<file path="src/rtl/ides_align_pkg.sv">
// Shared types and constants for the IDES16 word-alignment controller.
package ides_align_pkg;

    typedef enum logic [2:0] {
        ST_IDLE,
        ST_IRST,
        ST_SETTLE,
        ST_CHECK,
        ST_SLIP,
        ST_LOCKED,
        ST_FAIL
    } state_e;

    localparam logic [9:0] DEF_PATTERN = 10'h0F8;

    localparam int SLIP_W  = 5;
    localparam int MATCH_W = 8;
    localparam int TMR_W   = 8;

    localparam logic [SLIP_W-1:0] SLIP_SAT = '1;

endpackage

</file>
<file path="src/rtl/ides_cycle_timer.sv">
// Load/expire down-counter shared by the IDES reset and settle phases.
module ides_cycle_timer
    import ides_align_pkg::*;
#(
    parameter int W = TMR_W
) (
    input  logic         clk_i,
    input  logic         nrst_i,
    input  logic         load_i,
    input  logic [W-1:0] val_i,
    output logic         expired_o
);

    logic [W-1:0] cnt_q;
    logic [W-1:0] cnt_d;

    always_comb begin
        cnt_d = cnt_q;
        if (load_i) begin
            cnt_d = val_i;
        end else if (cnt_q != '0) begin
            cnt_d = cnt_q - 1'b1;
        end
    end

    always_ff @(posedge clk_i or negedge nrst_i) begin
        if (!nrst_i) begin
            cnt_q <= '0;
        end else begin
            cnt_q <= cnt_d;
        end
    end

    assign expired_o = (cnt_q == '0);

endmodule

</file>
<file path="src/rtl/ides_word_align_ctrl.sv">
// IDES16 word-alignment FSM: reset IDES, bit-slip until the training
// pattern is seen MATCH_COUNT times in a row, then forward payload.
module ides_word_align_ctrl
    import ides_align_pkg::*;
#(
    parameter int               WIDTH       = 10,
    parameter logic [WIDTH-1:0] PATTERN     = DEF_PATTERN,
    parameter int               MATCH_COUNT = 8,
    parameter int               SETTLE      = 4,
    parameter int               RST_CYCLES  = 4,
    parameter int               MAX_SLIPS   = 16
) (
    input  logic             clk_i,
    input  logic             nrst_i,
    input  logic             en_i,
    input  logic             relock_i,
    input  logic [WIDTH-1:0] q_i,
    output logic             ides_reset_o,
    output logic             calib_o,
    output logic             locked_o,
    output logic             fail_o,
    output logic [4:0]       slip_cnt_o,
    output logic [WIDTH-1:0] data_o,
    output logic             data_valid_o
);

    state_e               state_q, state_d;
    logic [SLIP_W-1:0]    slip_q, slip_d;
    logic [MATCH_W-1:0]   match_q, match_d;
    logic [WIDTH-1:0]     data_q, data_d;
    logic                 valid_q, valid_d;
    logic                 tmr_load;
    logic [TMR_W-1:0]     tmr_val;
    logic                 tmr_exp;

    ides_cycle_timer #(
        .W(TMR_W)
    ) u_timer (
        .clk_i     (clk_i),
        .nrst_i    (nrst_i),
        .load_i    (tmr_load),
        .val_i     (tmr_val),
        .expired_o (tmr_exp)
    );

    always_comb begin
        state_d = state_q;
        slip_d  = slip_q;
        match_d = match_q;
        if (!en_i) begin
            state_d = ST_IDLE;
        end else begin
            unique case (state_q)
                ST_IDLE: state_d = ST_IRST;
                ST_IRST: begin
                    if (tmr_exp) state_d = ST_SETTLE;
                end
                ST_SETTLE: begin
                    if (tmr_exp) state_d = ST_CHECK;
                end
                ST_CHECK: begin
                    if (q_i == PATTERN) begin
                        if (match_q == MATCH_W'(MATCH_COUNT - 1)) begin
                            state_d = ST_LOCKED;
                        end else begin
                            match_d = match_q + 1'b1;
                        end
                    end else if (slip_q == SLIP_W'(MAX_SLIPS)) begin
                        state_d = ST_FAIL;
                    end else begin
                        state_d = ST_SLIP;
                    end
                end
                ST_SLIP: begin
                    state_d = ST_SETTLE;
                    if (slip_q != SLIP_SAT) slip_d = slip_q + 1'b1;
                end
                ST_LOCKED, ST_FAIL: begin
                    if (relock_i) state_d = ST_IRST;
                end
                default: state_d = ST_IDLE;
            endcase
        end
        // Counters clear on entry so the new attempt starts from zero.
        if (state_d == ST_IRST) slip_d = '0;
        if (state_d == ST_SETTLE) match_d = '0;
    end

    always_comb begin
        tmr_load = (state_d != state_q) &&
                   (state_d == ST_IRST || state_d == ST_SETTLE);
        tmr_val  = (state_d == ST_IRST) ? TMR_W'(RST_CYCLES - 1)
                                        : TMR_W'(SETTLE - 1);
    end

    always_comb begin
        valid_d = (state_q == ST_LOCKED) && (state_d == ST_LOCKED);
        data_d  = valid_d ? q_i : '0;
    end

    always_ff @(posedge clk_i or negedge nrst_i) begin
        if (!nrst_i) begin
            state_q <= ST_IDLE;
            slip_q  <= '0;
            match_q <= '0;
            data_q  <= '0;
            valid_q <= 1'b0;
        end else begin
            state_q <= state_d;
            slip_q  <= slip_d;
            match_q <= match_d;
            data_q  <= data_d;
            valid_q <= valid_d;
        end
    end

    // Moore outputs decoded from the state register: glitch-free on reset.
    assign ides_reset_o = (state_q == ST_IDLE) || (state_q == ST_IRST);
    assign calib_o      = (state_q == ST_SLIP);
    assign locked_o     = (state_q == ST_LOCKED);
    assign fail_o       = (state_q == ST_FAIL);
    assign slip_cnt_o   = slip_q;
    assign data_o       = data_q;
    assign data_valid_o = valid_q;

endmodule

</file>
<file path="config.mk">
export PLATFORM = sky130hd
export DESIGN_NAME = ides_word_align_ctrl
export DESIGN_NICKNAME = d
export VERILOG_FILES = /design/src/rtl/ides_align_pkg.sv /design/src/rtl/ides_cycle_timer.sv /design/src/rtl/ides_word_align_ctrl.sv
export SDC_FILE = /design/constraint.sdc
export NUM_CORES = 1
export LEC_CHECK = 0
export BUFFER_PORTS_ARGS = -buffer_cell sky130_fd_sc_hd__buf_2
export CAP_MARGIN = 15
export CORE_MARGIN = 2
export CORE_UTILIZATION = 50
export DETAILED_ROUTE_END_ITERATION = 8
export PLACE_DENSITY = 0.71
export SLEW_MARGIN = 40
export SYNTH_ARGS = -nofsm -noshare
export SYNTH_HDL_FRONTEND = slang
export SYNTH_SLANG_ARGS = --single-unit
</file>
<file path="constraint.sdc">
create_clock -name clk_i -period 3.3 [get_ports clk_i]
set_clock_uncertainty 0.2 [all_clocks]
set_input_delay 0.66 -clock clk_i [delete_from_list [all_inputs] [get_ports clk_i]]
set_output_delay 0.66 -clock clk_i [all_outputs]
set_load 0.01 [all_outputs]
</file>
After elaboration in Yosys (flattened, before gate mapping)
Index checks and enable logic that the tools add are counted.
{"block": "totals", "output_inout_bits": 20, "word_cells": 61, "input_bits": 14, "reg_bits": 35}
{"block": "op_classes", "n_reduce_logical": 17, "n_eq_ne": 15, "addsub": 3, "n_mux": 20}
{"op": "$mux 8", "n": 7}
{"op": "$mux 5", "n": 4}
{"op": "$mux 3", "n": 6}
{"op": "$pmux 3 s6", "n": 1}
{"op": "$reduce_bool 2->1", "n": 7}
{"op": "$eq 3x3->1 const B", "n": 4}
{"op": "$eq 10x8->1 const B", "n": 1}
{"op": "$mux 10", "n": 1}
{"op": "$eq 3x2->1 const B", "n": 3}
{"op": "$add 8x1->8 const B", "n": 1}
{"op": "$eq 8x3->1 const B", "n": 1}
{"op": "$logic_not 8->1", "n": 1}
{"op": "$reduce_bool 8->1", "n": 1}
{"op": "$sub 8x1->8 const B", "n": 1}
{"op": "$eq 3x1->1 const B", "n": 2}
{"op": "$add 5x1->5 const B", "n": 1}
{"op": "$eq 5x5->1 const B", "n": 1}
{"op": "$ne 5x5->1 const B", "n": 1}
{"op": "$reduce_and 4->1", "n": 1}
{"op": "$logic_not 3->1", "n": 1}
{"op": "$ne 3x3->1", "n": 1}
{"op": "$reduce_and 3->1", "n": 1}
{"op": "$logic_and 1x1->1", "n": 2}
{"op": "$logic_or 1x1->1", "n": 2}
{"op": "3 further kinds", "n": 3}

Longest topological paths before layout
{"block": "logic_depth", "depth_word": 9, "depth_mapped": 7}

Hierarchy
Synthesis repeated with hierarchy kept, for this count alone.
{"block": "unflattened", "hier_cells": 221, "hier_area_um2": 2033.2}
{"mod": "ides_word_align_ctrl", "area_each_um2": 1556.5, "cells_per_inst": 167, "n_inst": 1}
{"mod": "ides_cycle_timer", "area_each_um2": 476.7, "cells_per_inst": 54, "n_inst": 1}

Worst setup path before layout
No wires, ideal clock.
{"block": "synth_path", "kind": "input-to-reg", "start": "in q_i[0]", "end": "reg match_q[6]", "path_slack_ps": 591, "path_stages": 5, "n_path_buf": 0, "arrival_ps": 2368, "setup_time_ps": 141, "path_cell_list": "or4b_4 > or4_4 > or4b_1 > xor2_1 > nor2_2"}
{"block": "synth_via", "elab_chain_len": 7}
{"element": "start, declared", "line": "ides_word_align_ctrl.sv:17", "source": "input logic [WIDTH-1:0] q_i,"}
{"element": "$eq 10x8->1 *", "line": "ides_word_align_ctrl.sv:62", "source": "if (q_i == PATTERN) begin"}
{"element": "$mux 3", "line": "ides_word_align_ctrl.sv:62"}
{"element": "$pmux 3 s6", "line": "ides_word_align_ctrl.sv:53", "source": "unique case (state_q)"}
{"element": "$mux 3", "line": "ides_word_align_ctrl.sv:50", "source": "if (!en_i) begin"}
{"element": "$eq 3x2->1", "line": "ides_word_align_ctrl.sv:86", "source": "if (state_d == ST_SETTLE) match_d = '0;"}
{"element": "$ne 2x1->1 (no line) or $reduce_bool 2->1 (tied branches)"}
{"element": "$reduce_and 4->1 (no line)"}
{"element": "end signal, assigned", "line": "ides_word_align_ctrl.sv:111", "source": "match_q <= match_d;"}
{"element": "end, declared", "line": "ides_word_align_ctrl.sv:29", "source": "logic [MATCH_W-1:0] match_q, match_d;"}
Every way passes the cells marked *; elsewhere a longest branch is shown, timed or not.
A chain may end at the register's enable or synchronous reset.

Final worst setup path
{"block": "layout_path", "start": "reg u_timer.cnt_q[5]", "end": "reg u_timer.cnt_q[7]"}
{"block": "layout_via", "elab_chain_len": 8}
{"element": "start, declared", "line": "ides_cycle_timer.sv:14", "source": "logic [W-1:0] cnt_q;"}
{"element": "start signal, assigned", "line": "ides_cycle_timer.sv:30", "source": "cnt_q <= cnt_d;"}
{"element": "$logic_not 8->1", "line": "ides_cycle_timer.sv:34", "source": "assign expired_o = (cnt_q == '0);"}
{"element": "$mux 3 (on tied branches)", "line": "ides_word_align_ctrl.sv:59, ides_word_align_ctrl.sv:56"}
{"element": "$pmux 3 s6", "line": "ides_word_align_ctrl.sv:53"}
{"element": "$mux 3", "line": "ides_word_align_ctrl.sv:50"}
{"element": "$eq 3x1->1 or $eq 3x2->1 (tied branches)"}
{"element": "$logic_or 1x1->1", "line": "ides_word_align_ctrl.sv:91", "source": "(state_d == ST_IRST || state_d == ST_SETTLE);"}
{"element": "$logic_and 1x1->1", "line": "ides_word_align_ctrl.sv:90", "source": "tmr_load = (state_d != state_q) &&"}
{"element": "$mux 8 or $reduce_bool 2->1 (tied branches)"}
Parallel ways exist; a longest one is shown, timed or not. The select of a mux whose other input is x is not followed.

==> flow_summary.yaml <==
routing:
  initialDrtViolationCount: 127
  drt_wl_total_mm: 4.01
  dr.pass1.iters: 4
  antenna_left: 0
  drcViolationCount: 0
  avgRoutedWirePerCell_um: 13.7
  viasPerCell: 5.43
  vias: 1592
final_layout:
  final_net_count: 264
  drive_gt1_share_pct: 21.6
  fin_cells: 293
  fill_cells: 328
  synthToLayoutAreaGrowth_pct: 16.3
  antennaDiodeCount: 0
power:
  seqPwrFrac_pct: 46.4
  leakage_nw: 1.10
  p_int_mw: 0.757
  power.clock.fraction_pct: 25.9
  cellPowerDensity_nw_per_um2: 500
  combPwrFrac_pct: 27.6
  peakVddDrop_mv: 0.245
  sw_frac_of_total_pct: 33.6
  power_switching_mw: 0.384
logic_synthesis:
  yosysTopAreaCell: "dfrtp_1"
  synth_cell_types: 52
  ys_seq_area_share_pct: 44.6
  synthFlopType: "dfrtp_1"
  synth_edf_count: 0
  synth_common_cells: "dfrtp_1, nand2_1, nor2_1, a21oi_1"
  synth-async-reset-ratio_pct: 100
  synth_most_common_cell: "dfrtp_1"
  yosysWarningCount: 0
  netlist_area_sq_um: 1960
  syn_avg_cell_area_sq_um: 9.48
  yosysTopAreaCellShare_pct: 44.6
  ys_ff_latch: 35
  synthTopCellsByArea: "dfrtp_1, nand2_1, ha_1, xor2_1, and2_1"
  synth_cells: 207
  synth_nets: 227
global_routing:
  global_route.usage.met3_pct: 5.24
  use_met1_pct: 27.9
  grt_pass1_wl_mm: 7.17
  antenna_found_initial: 0
  top_usage_layer: "met2"
  grt.overflow.total: 0
  grt_pass1_vias: 1573
  grt_max_degree: 36
  track_usage_pct: 21.7
  met2_usage_pct: 34.5
critical_path:
  crit_arrival_ns: 2.50
  cp_top_family: "compound AO/OA/AOI/OAI gates"
  startpoint_type: "flip-flop"
  cp_slowest_cell: "nor4_2"
  required_ns: 3.25
  critPathCaptureType: "flip-flop"
  critPathKind: "flip-flop to flip-flop"
  cp_max_fo: 7
  cp_cell_sequence: "nor4_2, a31o_2, a221oi_2, o41ai_2, a22oi_1"
  crit_buf_inv: 0
  slowest_delay_ns: 0.65
clock_network:
  hold_buffers: 0
  cts_resized: 0
  cts-root-buf: "clkbuf_8"
  cts_buffer_depth: 2
  clock_latency_ns: 0.29
  clock_sinks: 35
  cts_tree: "yes"
  cts.reportedPaths.clkPinSlew_ns: 0.07
  htree_num_levels: 2
  cts_setup_buffers: 0
  cts_buffers: 5
outcome:
  status: "complete, no violations"
die:
  io_pins: 34
  core_sq_um: 3720
  die_area_sq_um: 4440
  die_w_um: 66.6
  start_util_pct: 52.8
  die_h_um: 66.6
  rows: 22
place:
  port_buffers: 33
  place_inst: 285
  dp_hpwl_mm: 2.92
  gp_congestion: 0.802
sta:
  tightestPinTransition_ns: 0.683
  setup_viol: 0
  max_clock_freq_mhz: 392
  min_period_ns: 2.55
  fin_setup_tns_ns: 0
  slew_violations: 0
  finalHoldViolCount: 0
  min_period_over_period_pct: 77.4
  rsz0062_at_grt: "false"
  maxSlewHeadroom_pct: 54.1
job:
  drv_cap: 0
hold_path:
  min_path_type: "primary input to asynchronous set/reset pin"
-- layout by cell type, fill, tap and decap left out, types with 3 or more instances in the layout --
cell      netlist  routed
xnor2_1         4       4
a21oi_1        13      13
inv_1          11      11
dfrtp_1        35      35
ha_1            6       6
nor2_1         17      17
and3_1          3       3
buf_2           0      32
buf_4           0       5
nor3_1          4       4
nand3_1         4       4
nor4_2          3       3
nand2_1        21      21
o21ai_1         6       6
mux2i_1         3       3
nand4_1         5       5
nand2b_1        4       4
xor2_1          8       8
clkbuf_8        0       5
and2_1         11      11
o21ai_0         4       4
-- worst paths after layout --
kind                                  start          endpoint  slack [ns]  cells past startpoint
min in group clk_i               match_q[7]        match_q[7]        0.35                      2
max in group asynchronous            nrst_i        match_q[6]        2.48                      1
setup reg to reg           u_timer.cnt_q[5]  u_timer.cnt_q[7]        0.75                      5
setup / recovery           u_timer.cnt_q[5]  u_timer.cnt_q[7]        0.75                      5
hold / removal                       nrst_i  u_timer.cnt_q[7]        0.11                      1
hold reg to reg                  match_q[7]        match_q[7]        0.35                      2
-- worst register-to-register path: cells and delay by family, from the launching register on --
| kind | cells | cell delay (ns) |
|---|---|---|
| and+or+nand+nor | 1 | 0.65 |
| DFF | 1 | 0.42 |
| AOI/OAI and AO/OA | 4 | 1.15 |
-- cell families after synthesis --
| family | after synthesis | synth area share (%) |
|---|---|---|
| muxes | 3 | 1.53 |
| xor gates and xnor gates | 12 | 5.36 |
| buffers and inverters | 18 | 3.44 |
| DFF | 35 | 44.6 |
| AOI/OAI and AO/OA | 43 | 14.9 |
| adders and majority gates | 7 | 4.34 |
| and+or+nand+nor | 89 | 25.8 |
-- metal layers --
metal  wire, um  vias to the layer above  part of all wire (%)
met1       1870                      742                    47
met2       1860                       34                    46
met5          0                        -                     0
met3        201                        5                   5.0
li1           -                      811                     -
met4         74                        0                   1.8
-- final cells by class --
| class | count | area [sq um] | area share, % |
|---|---|---|---|
| sequential | 35 | 876 | 38.4 |
| inverter | 11 | 41.3 | 1.81 |
| multi-input combinational | 154 | 1020 | 44.9 |
| tap | 48 | 60.1 | 2.63 |
| timing repair buffer | 37 | 198 | 8.67 |
| clock buffer | 7 | 76.3 | 3.35 |
| clock inverter | 1 | 5.00 | 0.219 |
-- power by group through the flow --
stage | logic, mW | clock network (mW) | registers [mW]
after floorplan | 0.244 | 0 | 0.516
after global placement | 0.309 | 0 | 0.535
after detailed placement | 0.313 | 0 | 0.536
after CTS | 0.315 | 0.306 | 0.529
after global routing | 0.368 | 0.331 | 0.540
final | 0.315 | 0.296 | 0.530
-- metrics by stage --
stage | hold WS (ns) | instance area [sq um] | util, % | total power, mW | worst slack [ns]
floorplan | 0.164 | 1960 | - | 0.759 | 0.591
global placement | 0.337 | 2190 | 59.0 | 0.844 | 0.474
detailed placement | 0.343 | 2190 | 59.0 | 0.848 | 0.451
CTS | 0.266 | 2270 | 61.1 | 1.15 | 0.756
global route | 0.137 | 2280 | 61.4 | 1.24 | 0.528
finish | 0.114 | 2280 | 61.4 | 1.14 | 0.747
-- sequential cells by signal, indices dropped and copies added (netlist names) --
name,cells
data_o,10
data_valid_o,1
match_q,8
slip_cnt_o,5
state_q,3
u_timer.cnt_q,8
No activity file was read; power rests on OpenSTA's default activity.
